[src/rtl/dcm_prog_ctrl_pkg.sv]
// Shared definitions for the DCM_CLKGEN dynamic reprogramming controller.
// State encoding, command prefixes, frame lengths and power-on M/D defaults.
package dcm_prog_ctrl_pkg;

    localparam int unsigned DATA_W   = 8;
    localparam int unsigned LOAD_LEN = 10;
    localparam int unsigned GAP_LEN  = 2;
    localparam int unsigned CNT_W    = 4;

    typedef enum logic [2:0] {
        ST_IDLE,
        ST_LOAD_D,
        ST_GAP_D,
        ST_LOAD_M,
        ST_GAP_M,
        ST_GO,
        ST_WAIT_DONE
    } state_e;

    // Command prefixes, shifted out LSB first ahead of the 8-bit value
    localparam logic [1:0] CMD_LOAD_D = 2'b01;
    localparam logic [1:0] CMD_LOAD_M = 2'b11;

    // x20/6 power-on setting (registers hold value-1)
    localparam logic [DATA_W-1:0] RST_M = 8'd19;
    localparam logic [DATA_W-1:0] RST_D = 8'd5;

    function automatic logic load_bit(input logic [1:0]        cmd,
                                      input logic [DATA_W-1:0] val,
                                      input logic [CNT_W-1:0]  idx);
        logic [LOAD_LEN-1:0] word;
        word = {val, cmd};
        return word[idx];
    endfunction

endpackage

[src/rtl/dcm_prog_tick.sv]
// progclk prescaler: progclk toggles every PCLK_DIV/2 clk cycles.
// rise_tick/fall_tick are high in the cycle whose closing edge drives progclk high/low.
module dcm_prog_tick #(
    parameter int unsigned PCLK_DIV = 4
) (
    input  logic clk,
    input  logic reset,
    output logic progclk,
    output logic rise_tick,
    output logic fall_tick
);

    localparam int unsigned HALF  = PCLK_DIV / 2;
    localparam int unsigned PRE_W = (HALF > 1) ? $clog2(HALF) : 1;

    logic [PRE_W-1:0] pre_q, pre_d;
    logic             progclk_q, progclk_d;
    logic             rise_tick_q, rise_tick_d;
    logic             fall_tick_q, fall_tick_d;
    logic             tick_next;

    // Ticks are registered one cycle ahead so they align with the progclk edge they announce
    always_comb begin
        pre_d       = (pre_q == PRE_W'(HALF - 1)) ? '0 : pre_q + PRE_W'(1);
        progclk_d   = (rise_tick_q || fall_tick_q) ? ~progclk_q : progclk_q;
        tick_next   = (pre_d == PRE_W'(HALF - 1));
        rise_tick_d = tick_next && !progclk_d;
        fall_tick_d = tick_next &&  progclk_d;
    end

    always_ff @(posedge clk) begin
        if (reset) begin
            pre_q       <= '0;
            progclk_q   <= 1'b0;
            rise_tick_q <= (HALF == 1);
            fall_tick_q <= 1'b0;
        end else begin
            pre_q       <= pre_d;
            progclk_q   <= progclk_d;
            rise_tick_q <= rise_tick_d;
            fall_tick_q <= fall_tick_d;
        end
    end

    assign progclk   = progclk_q;
    assign rise_tick = rise_tick_q;
    assign fall_tick = fall_tick_q;

endmodule

[src/rtl/dcm_prog_ctrl.sv]
// Serialises new CLKFX M/D values into a DCM_CLKGEN programming port.
// Define DCM_PROG_TIMEOUT_EN to abort with err when PROGDONE never arrives.
module dcm_prog_ctrl
    import dcm_prog_ctrl_pkg::*;
#(
    parameter int unsigned PCLK_DIV      = 4,
    parameter int unsigned TIMEOUT_TICKS = 1024
) (
    input  logic              clk,
    input  logic              reset,
    input  logic              start,
    input  logic [DATA_W-1:0] m_val,
    input  logic [DATA_W-1:0] d_val,
    output logic              busy,
    output logic              done,
    output logic              err,
    output logic [DATA_W-1:0] cur_m,
    output logic [DATA_W-1:0] cur_d,
    output logic              dcm_progclk,
    output logic              dcm_progdata,
    output logic              dcm_progen,
    input  logic              dcm_progdone
);

    if (PCLK_DIV < 2 || (PCLK_DIV % 2) != 0 || TIMEOUT_TICKS == 0) begin : g_bad_cfg
        $error("dcm_prog_ctrl: PCLK_DIV must be even and >= 2, TIMEOUT_TICKS must be > 0");
    end

    logic rise_tick, fall_tick;

    dcm_prog_tick #(.PCLK_DIV(PCLK_DIV)) u_tick (
        .clk       (clk),
        .reset     (reset),
        .progclk   (dcm_progclk),
        .rise_tick (rise_tick),
        .fall_tick (fall_tick)
    );

    state_e            state_q, state_d;
    logic [CNT_W-1:0]  cnt_q, cnt_d;
    logic [DATA_W-1:0] m_lat_q, m_lat_d, d_lat_q, d_lat_d;
    logic [DATA_W-1:0] cur_m_q, cur_m_d, cur_d_q, cur_d_d;
    logic              busy_q, busy_d, done_q, done_d, err_q, err_d;
    logic              progen_q, progen_d, progdata_q, progdata_d;

`ifdef DCM_PROG_TIMEOUT_EN
    localparam int unsigned TMO_W = $clog2(TIMEOUT_TICKS + 1);
    logic [TMO_W-1:0] tmo_q, tmo_d;
`endif

    // cnt counts progclk periods already driven in the current frame state
    always_comb begin
        state_d    = state_q;
        cnt_d      = cnt_q;
        m_lat_d    = m_lat_q;
        d_lat_d    = d_lat_q;
        cur_m_d    = cur_m_q;
        cur_d_d    = cur_d_q;
        busy_d     = busy_q;
        done_d     = 1'b0;
        err_d      = 1'b0;
        progen_d   = progen_q;
        progdata_d = progdata_q;
`ifdef DCM_PROG_TIMEOUT_EN
        tmo_d      = tmo_q;
`endif
        case (state_q)
            ST_IDLE: begin
                if (start) begin
                    if (m_val == '0) begin
                        err_d = 1'b1;
                    end else begin
                        state_d = ST_LOAD_D;
                        cnt_d   = '0;
                        m_lat_d = m_val;
                        d_lat_d = d_val;
                        busy_d  = 1'b1;
                    end
                end
            end
            ST_LOAD_D, ST_LOAD_M: begin
                if (fall_tick) begin
                    if (cnt_q == CNT_W'(LOAD_LEN)) begin
                        state_d    = (state_q == ST_LOAD_D) ? ST_GAP_D : ST_GAP_M;
                        progen_d   = 1'b0;
                        progdata_d = 1'b0;
                        cnt_d      = CNT_W'(1);
                    end else begin
                        progen_d   = 1'b1;
                        progdata_d = (state_q == ST_LOAD_D) ? load_bit(CMD_LOAD_D, d_lat_q, cnt_q)
                                                            : load_bit(CMD_LOAD_M, m_lat_q, cnt_q);
                        cnt_d      = cnt_q + CNT_W'(1);
                    end
                end
            end
            ST_GAP_D: begin
                if (fall_tick) begin
                    if (cnt_q == CNT_W'(GAP_LEN)) begin
                        state_d    = ST_LOAD_M;
                        progen_d   = 1'b1;
                        progdata_d = load_bit(CMD_LOAD_M, m_lat_q, CNT_W'(0));
                        cnt_d      = CNT_W'(1);
                    end else begin
                        cnt_d = cnt_q + CNT_W'(1);
                    end
                end
            end
            ST_GAP_M: begin
                if (fall_tick) begin
                    if (cnt_q == CNT_W'(GAP_LEN)) begin
                        state_d    = ST_GO;
                        progen_d   = 1'b1;
                        progdata_d = 1'b0;
                    end else begin
                        cnt_d = cnt_q + CNT_W'(1);
                    end
                end
            end
            ST_GO: begin
                if (fall_tick) begin
                    state_d    = ST_WAIT_DONE;
                    progen_d   = 1'b0;
                    progdata_d = 1'b0;
`ifdef DCM_PROG_TIMEOUT_EN
                    tmo_d      = '0;
`endif
                end
            end
            ST_WAIT_DONE: begin
                if (rise_tick) begin
                    if (dcm_progdone) begin
                        cur_m_d = m_lat_q;
                        cur_d_d = d_lat_q;
                        done_d  = 1'b1;
                        busy_d  = 1'b0;
                        state_d = ST_IDLE;
                    end
`ifdef DCM_PROG_TIMEOUT_EN
                    else if (tmo_q == TMO_W'(TIMEOUT_TICKS - 1)) begin
                        err_d   = 1'b1;
                        busy_d  = 1'b0;
                        state_d = ST_IDLE;
                    end else begin
                        tmo_d = tmo_q + TMO_W'(1);
                    end
`endif
                end
            end
            default: begin
                state_d    = ST_IDLE;
                busy_d     = 1'b0;
                progen_d   = 1'b0;
                progdata_d = 1'b0;
            end
        endcase
    end

    always_ff @(posedge clk) begin
        if (reset) begin
            state_q    <= ST_IDLE;
            cnt_q      <= '0;
            m_lat_q    <= '0;
            d_lat_q    <= '0;
            cur_m_q    <= RST_M;
            cur_d_q    <= RST_D;
            busy_q     <= 1'b0;
            done_q     <= 1'b0;
            err_q      <= 1'b0;
            progen_q   <= 1'b0;
            progdata_q <= 1'b0;
        end else begin
            state_q    <= state_d;
            cnt_q      <= cnt_d;
            m_lat_q    <= m_lat_d;
            d_lat_q    <= d_lat_d;
            cur_m_q    <= cur_m_d;
            cur_d_q    <= cur_d_d;
            busy_q     <= busy_d;
            done_q     <= done_d;
            err_q      <= err_d;
            progen_q   <= progen_d;
            progdata_q <= progdata_d;
        end
    end

`ifdef DCM_PROG_TIMEOUT_EN
    always_ff @(posedge clk) begin
        if (reset) begin
            tmo_q <= '0;
        end else begin
            tmo_q <= tmo_d;
        end
    end
`endif

    assign busy         = busy_q;
    assign done         = done_q;
    assign err          = err_q;
    assign cur_m        = cur_m_q;
    assign cur_d        = cur_d_q;
    assign dcm_progen   = progen_q;
    assign dcm_progdata = progdata_q;

endmodule

[config.mk]
export PLATFORM = sky130hd
export DESIGN_NAME = dcm_prog_ctrl
export DESIGN_NICKNAME = d
export VERILOG_FILES = /design/src/rtl/dcm_prog_ctrl_pkg.sv /design/src/rtl/dcm_prog_tick.sv /design/src/rtl/dcm_prog_ctrl.sv
export SDC_FILE = /design/constraint.sdc
export NUM_CORES = 1
export LEC_CHECK = 0
export CELL_PAD_IN_SITES_DETAIL_PLACEMENT = 1
export CELL_PAD_IN_SITES_GLOBAL_PLACEMENT = 1
export CORE_UTILIZATION = 41
export DETAILED_ROUTE_END_ITERATION = 8
export PLACE_DENSITY = 0.91
export SYNTH_ARGS = -nofsm -noshare
export SYNTH_HDL_FRONTEND = slang
export SYNTH_SLANG_ARGS = --single-unit
[constraint.sdc]
create_clock -name clk -period 5.5 [get_ports clk]
set_input_delay 0.55 -clock clk [delete_from_list [all_inputs] [get_ports clk]]
set_output_delay 0.55 -clock clk [all_outputs]
set_load 0.03 [all_outputs]
==> results.py, run 1 <==
metrics = {
    "final_layout": {
        "final_nets": 307,
        "stdcell_area_sq_um": 2730,
        "diodes": 0,
        "fillers": 628,
        "areaGrowthSynthToFinish_pct": 24.47,
        "drive_gt1_frac": 0.06643,
    },
    "grt": {
        "globalRoute.busiestLayer": "met2",
        "use_met3": 0.05087,
        "grt_pass1_vias": 2112,
        "grt_overflow": 0,
        "grt_pass1_wl_um": 10250,
        "gr-usage-met2": 0.4394,
        "grt_max_degree": 27,
        "antenna_found_initial": 0,
        "grt_usage": 0.2460,
        "met1_usage": 0.2895,
    },
    "yosys": {
        "synth_edf_count": 0,
        "synth-main-ff-cell": "dfxtp_1",
        "post_synth_instance_area_sq_um": 2193,
        "ys_ff_latch": 48,
        "async_flop_share": 0,
        "synth_most_common_cell": "dfxtp_1",
        "syn_avg_cell_area_sq_um": 8.635,
        "syn_inst": 254,
        "synth.distinct_cells": 45,
        "yosysTopAreaCell": "dfxtp_1",
        "syn_nets": 276,
        "synth_warnings": 0,
        "ys_top_cells_by_area": "dfxtp_1 (44%), mux2i_1 (8.7%), nand2_1 (6.8%)",
        "netlist.area_leader.share": 0.4381,
        "synthTopCellsByCount": "dfxtp_1 (48), nand2_1 (40), nor2_1 (30), a21oi_1 (20), mux2i_1 (19)",
        "ys_seq_area_frac": 0.4381,
    },
    "power": {
        "ir_drop_uv": 184.2,
        "power.density_nw_per_um2": 281.9,
        "leakagePower_nw": 1.014,
    },
    "placed_design": {
        "dp_hpwl_um": 4333,
        "place_area_sq_um": 2615,
        "gp_congestion": 0.7970,
        "io_buffers": 41,
    },
    "timing": {
        "worst_slew_pin_slew_ps": 918.4,
        "fmax_mhz": 433.2,
        "drv_slew": 0,
        "post-route-min-period_ps": 2308,
        "maxSlewHeadroom": 0.3858,
        "setup_tns_ps": 0,
        "hold_violations": 0,
        "period_share": 0.4197,
        "skew_ps": 4.749,
        "setup_violations": 0,
        "rsz0062_at_grt": "false",
    },
    "routing": {
        "drtIter0Drc": 113,
        "drc": 0,
        "ant_nets": 0,
        "viasPerCell": 5.654,
        "dr.pass1.iters": 4,
        "wl_um": 6364,
        "wl_per_cell_um": 17.88,
        "num_vias": 2013,
    },
    "clock_network": {
        "postCtsSetupBuffers": 0,
        "htree_levels": 2,
        "worst_skew_pair.late_latency_ps": 310,
        "root_buffer": "clkbuf_8",
        "numCtsBuffers": 5,
        "clock-sinks": 48,
        "ctsResizeCount": 0,
        "cts_hold_buffers": 0,
        "tritoncts": "yes",
        "cts_max_path_buffers": 2,
        "clk_pin_slew_ps": 100,
    },
    "floorplanning": {
        "die-area_sq_um": 5646,
        "row_count": 26,
        "start_util": 0.4267,
        "die_h_um": 75.14,
        "io_pins": 42,
        "core_area_sq_um": 5140,
        "die-width_um": 75.14,
    },
    "setup_path": {
        "critical_path_arrival_ps": 2520,
        "criticalPathCategory": "reg -> reg",
        "cp_max_fo": 11,
        "end_kind": "flop",
        "required_ps": 5720,
        "cp-start-kind": "flop",
    },
    "status": {
        "outcome": "finished, final reports clean",
    },
    "hold_path": {
        "hp-class": "reg -> reg",
    },
    "run": {
        "maxCapViolations": 0,
    },
}
[worst paths after layout]
path | end | slack [ps] | start | cells after the start
worst max-delay path | dcm_progdata | 3190 | cnt_q[0] | 6
worst min-delay path | u_tick.pre_q | 440 | u_tick.pre_q | 1
worst max register to register | dcm_progdata | 3190 | cnt_q[0] | 6
worst min register to register | u_tick.pre_q | 440 | u_tick.pre_q | 1
[metrics by stage]
step	hold WS [ps]	power (mW)	std cells	worst slack [ps]	utilization
after global placement	405.5	0.5006	348	2993	0.5088
after detailed placement	423.2	0.5064	348	2990	0.5088
after floorplan	395.8	0.4652	254	3559	-
after CTS	438.4	0.7751	356	3207	0.5312
final	437.4	0.7697	356	3192	0.5312
after global routing	488.5	0.7999	356	3080	0.5312
[worst max-delay path: stages, from the launching register on]
cell     delay [ps]
dfxtp_1         660
inv_1           180
ha_1            300
nor3b_1         190
a41o_1          280
a311o_1         340
o221a_2         270
[flip-flops by register name (all words and copies together), names as in the netlist]
signal            count
u_tick.pre_q          1
state_q               3
busy                  1
cnt_q                 4
u_tick.rise_tick      1
m_lat_q               8
u_tick.progclk        1
done                  1
cur_m                 8
dcm_progdata          1
err                   1
d_lat_q               8
dcm_progen            1
cur_d                 8
u_tick.fall_tick      1
[power by group]
part           total (mW)  switching [mW]  internal, mW
clock network       0.269           0.132         0.137
logic               0.108          0.0557        0.0521
registers           0.393          0.0252         0.368
total               0.770           0.213         0.557
[routing by layer]
metal  vias up  share of wire
met4         0          0.019
met2        45           0.51
met5         -              0
li1        949              -
met3        12          0.040
met1      1007           0.43
[cell type report]
| type | instances | area [sq um] | area share |
|---|---|---|---|
| Clock buffer | 5 | 68.82 | 0.02521 |
| Clock inverter | 3 | 46.29 | 0.01696 |
| Inverter | 4 | 15.01 | 0.005500 |
| Multi-Input combinational cell | 182 | 1119 | 0.4097 |
| Sequential cell | 48 | 960.9 | 0.3520 |
| Tap cell | 70 | 87.58 | 0.03208 |
| Timing Repair Buffer | 44 | 432.9 | 0.1586 |
[placed cells by master, fill, tap and decap left out, types with 4 or more instances in the layout]
| cell type | n |
|---|---|
| nand2_1 | 40 |
| mux2i_1 | 19 |
| clkbuf_8 | 5 |
| clkdlybuf4s50_1 | 41 |
| nor3_1 | 7 |
| a21oi_1 | 20 |
| inv_1 | 4 |
| nand3_1 | 4 |
| o21ai_0 | 9 |
| nand3b_1 | 6 |
| nor2_1 | 30 |
| dfxtp_1 | 48 |
[kinds of logic after synthesis]
kind of cell               Yosys count  share of synthesized area
buffers and inverters               24                    0.05191
adders and majority gates            2                    0.01141
xor gates and xnor gates             1                   0.003994
DFF                                 48                     0.4381
AOI/OAI and AO/OA                   49                     0.1500
and+or+nand+nor                    109                     0.2373
muxes                               21                     0.1072
Note: power is estimated with default switching activity, not from simulation.
==> run 2: changes to the inputs <==
Settings changed: CORE_UTILIZATION 41 to 38, PLACE_DENSITY 0.91 to 0.85.
Clock period 5.5 ns to 2.4 ns, I/O delays scaled along.
==> run 2 against run 1 <==
Clock power up 90%. Non-clock buffer count up 6. Power is 120% higher. Largest cell class unchanged. Sequential power rose by 130%. Register-to-register slack worse by 2800 ps. Setup slack got worse by 2800 ps. Clock skew grew 1.2 ps. Sequential share of layout area is 0.49 points lower.
==> results.py, run 2 (same netlist as run 1, synthesis figures left out) <==
metrics = {
    "floorplanning": {
        "core_area_sq_um": 5540,
        "start_util": 0.3959,
        "die-area_sq_um": 6080,
        "row_count": 27,
        "die_h_um": 77.98,
        "die-width_um": 77.98,
        "io_pins": 42,
    },
    "setup_path": {
        "critical_path_arrival_ps": 2200,
        "crit_chain": "inv_1 -> ha_1 -> or3b_2 -> a211oi_1 -> nor2_1 -> nand4_1 -> a31oi_1",
        "required_ps": 2590,
        "cp_max_fo": 5,
        "cp-start-kind": "flop",
        "cpMaxStageDelayCell": "or3b_2",
        "r2r_cells": 7,
        "worst_path_largest_cell_delay_ps": 540,
        "end_kind": "flop",
        "criticalPathCategory": "reg -> reg",
    },
    "final_layout": {
        "diodes": 0,
        "drive_gt1_frac": 0.08219,
        "stdcell_area_sq_um": 2769,
        "final_nets": 313,
        "layout_common_cells": "dfxtp_1 (48), clkdlybuf4s50_1 (41), nand2_1 (40)",
        "areaGrowthSynthToFinish_pct": 26.24,
        "layout_commonest_cell": "dfxtp_1",
    },
    "routing": {
        "drc": 0,
        "wl_um": 5824,
        "viasPerCell": 5.407,
        "ant_nets": 0,
        "wl_per_cell_um": 16.00,
        "drtIter0Drc": 152,
        "dr.pass1.iters": 4,
        "num_vias": 1968,
    },
    "timing": {
        "period_share": 0.8356,
        "rsz0062_at_grt": "false",
        "post-route-min-period_ps": 2005,
        "drv_slew": 0,
        "fmax_mhz": 498.6,
        "maxSlewHeadroom": 0.5647,
        "skew_ps": 5.949,
        "hold_violations": 0,
        "setup_violations": 0,
        "setup_tns_ps": 0,
        "worst_slew_pin_slew_ps": 644.1,
    },
    "hold_path": {
        "min_path_cells": 1,
        "hp-class": "reg -> reg",
    },
    "clock_network": {
        "numCtsBuffers": 5,
        "ctsResizeCount": 0,
        "tritoncts": "yes",
        "htree_levels": 2,
        "clk_pin_slew_ps": 90,
        "clock-sinks": 48,
        "postCtsSetupBuffers": 0,
        "root_buffer": "clkbuf_8",
        "cts_hold_buffers": 0,
        "worst_skew_pair.late_latency_ps": 300,
        "cts_max_path_buffers": 2,
    },
    "grt": {
        "grt_pass1_wl_um": 9825,
        "grt_usage": 0.2049,
        "antenna_found_initial": 0,
        "grt_overflow": 0,
        "grt_max_degree": 24,
        "grt_pass1_vias": 1986,
    },
    "power": {
        "leakagePower_nw": 1.039,
        "power.density_nw_per_um2": 601.1,
        "ir_drop_uv": 332.9,
    },
    "run": {
        "maxCapViolations": 0,
    },
    "placed_design": {
        "io_buffers": 41,
        "dp_hpwl_um": 4202,
        "gp_congestion": 0.8036,
        "place_area_sq_um": 2675,
    },
    "status": {
        "outcome": "finished, final reports clean",
    },
}
==> run 2: cell types whose count changed in the layout (fill, tap and decap cells not counted), sizes merged <==
cell	change
buf	+6
inv	-1
bufinv	-1
clkbuf	+2
==> run 2: final timing paths <==
| path | slack (ps) | from | endpoint |
|---|---|---|---|
| setup / recovery | 390 | cnt_q[0] | cnt_q[2] |
| hold reg to reg | 420 | u_tick.pre_q | u_tick.fall_tick |
| hold / removal | 420 | u_tick.pre_q | u_tick.fall_tick |
| setup reg to reg | 390 | cnt_q[0] | cnt_q[2] |
==> run 2: final cells by class <==
| cell class | instances | area, sq um |
|---|---|---|
| Fill cell | 673 | 2771 |
| Timing Repair Buffer | 50 | 490.5 |
| Multi-Input combinational cell | 182 | 1119 |
| Clock inverter | 1 | 7.507 |
| Sequential cell | 48 | 960.9 |
| Clock buffer | 7 | 86.33 |
| Inverter | 4 | 15.01 |
| Tap cell | 72 | 90.09 |
==> run 2: power breakdown <==
group / internal [mW] / total [mW] / switching, mW
registers: 0.843 / 0.892 / 0.0491
logic: 0.128 / 0.261 / 0.133
clock network: 0.235 / 0.512 / 0.277
==> run 2: worst max-delay path, delay by kind of cell, from the launching register on <==
family | cells | cell delay, ps
adders and majority gates | 1 | 270
DFF | 1 | 320
AOI/OAI and AO/OA | 2 | 390
and+or+nand+nor | 3 | 820
buffers and inverters | 1 | 110
==> run 2: routing by layer <==
layer	global-route usage	routed length, um	part of all wire	vias to the layer above
met5	0	0	0	-
met4	0.05926	65	0.011	0
met3	0.04353	187	0.032	5
met2	0.3416	2817	0.48	32
met1	0.2658	2753	0.47	969
li1	-	-	-	962
==> run 2: through the flow <==
step | cells | setup slack (ps) | power (mW) | hold slack (ps) | util
finish | 364 | 394.5 | 1.664 | 420.8 | 0.4998
CTS | 364 | 392.4 | 1.684 | 426.9 | 0.4998
detailed placement | 356 | 192.7 | 1.170 | 412.7 | 0.4828
floorplan | 254 | 459.2 | 1.066 | 387.2 | -
global route | 364 | 257.6 | 1.744 | 437.7 | 0.4998
global placement | 356 | 267.5 | 1.158 | 406.4 | 0.4828
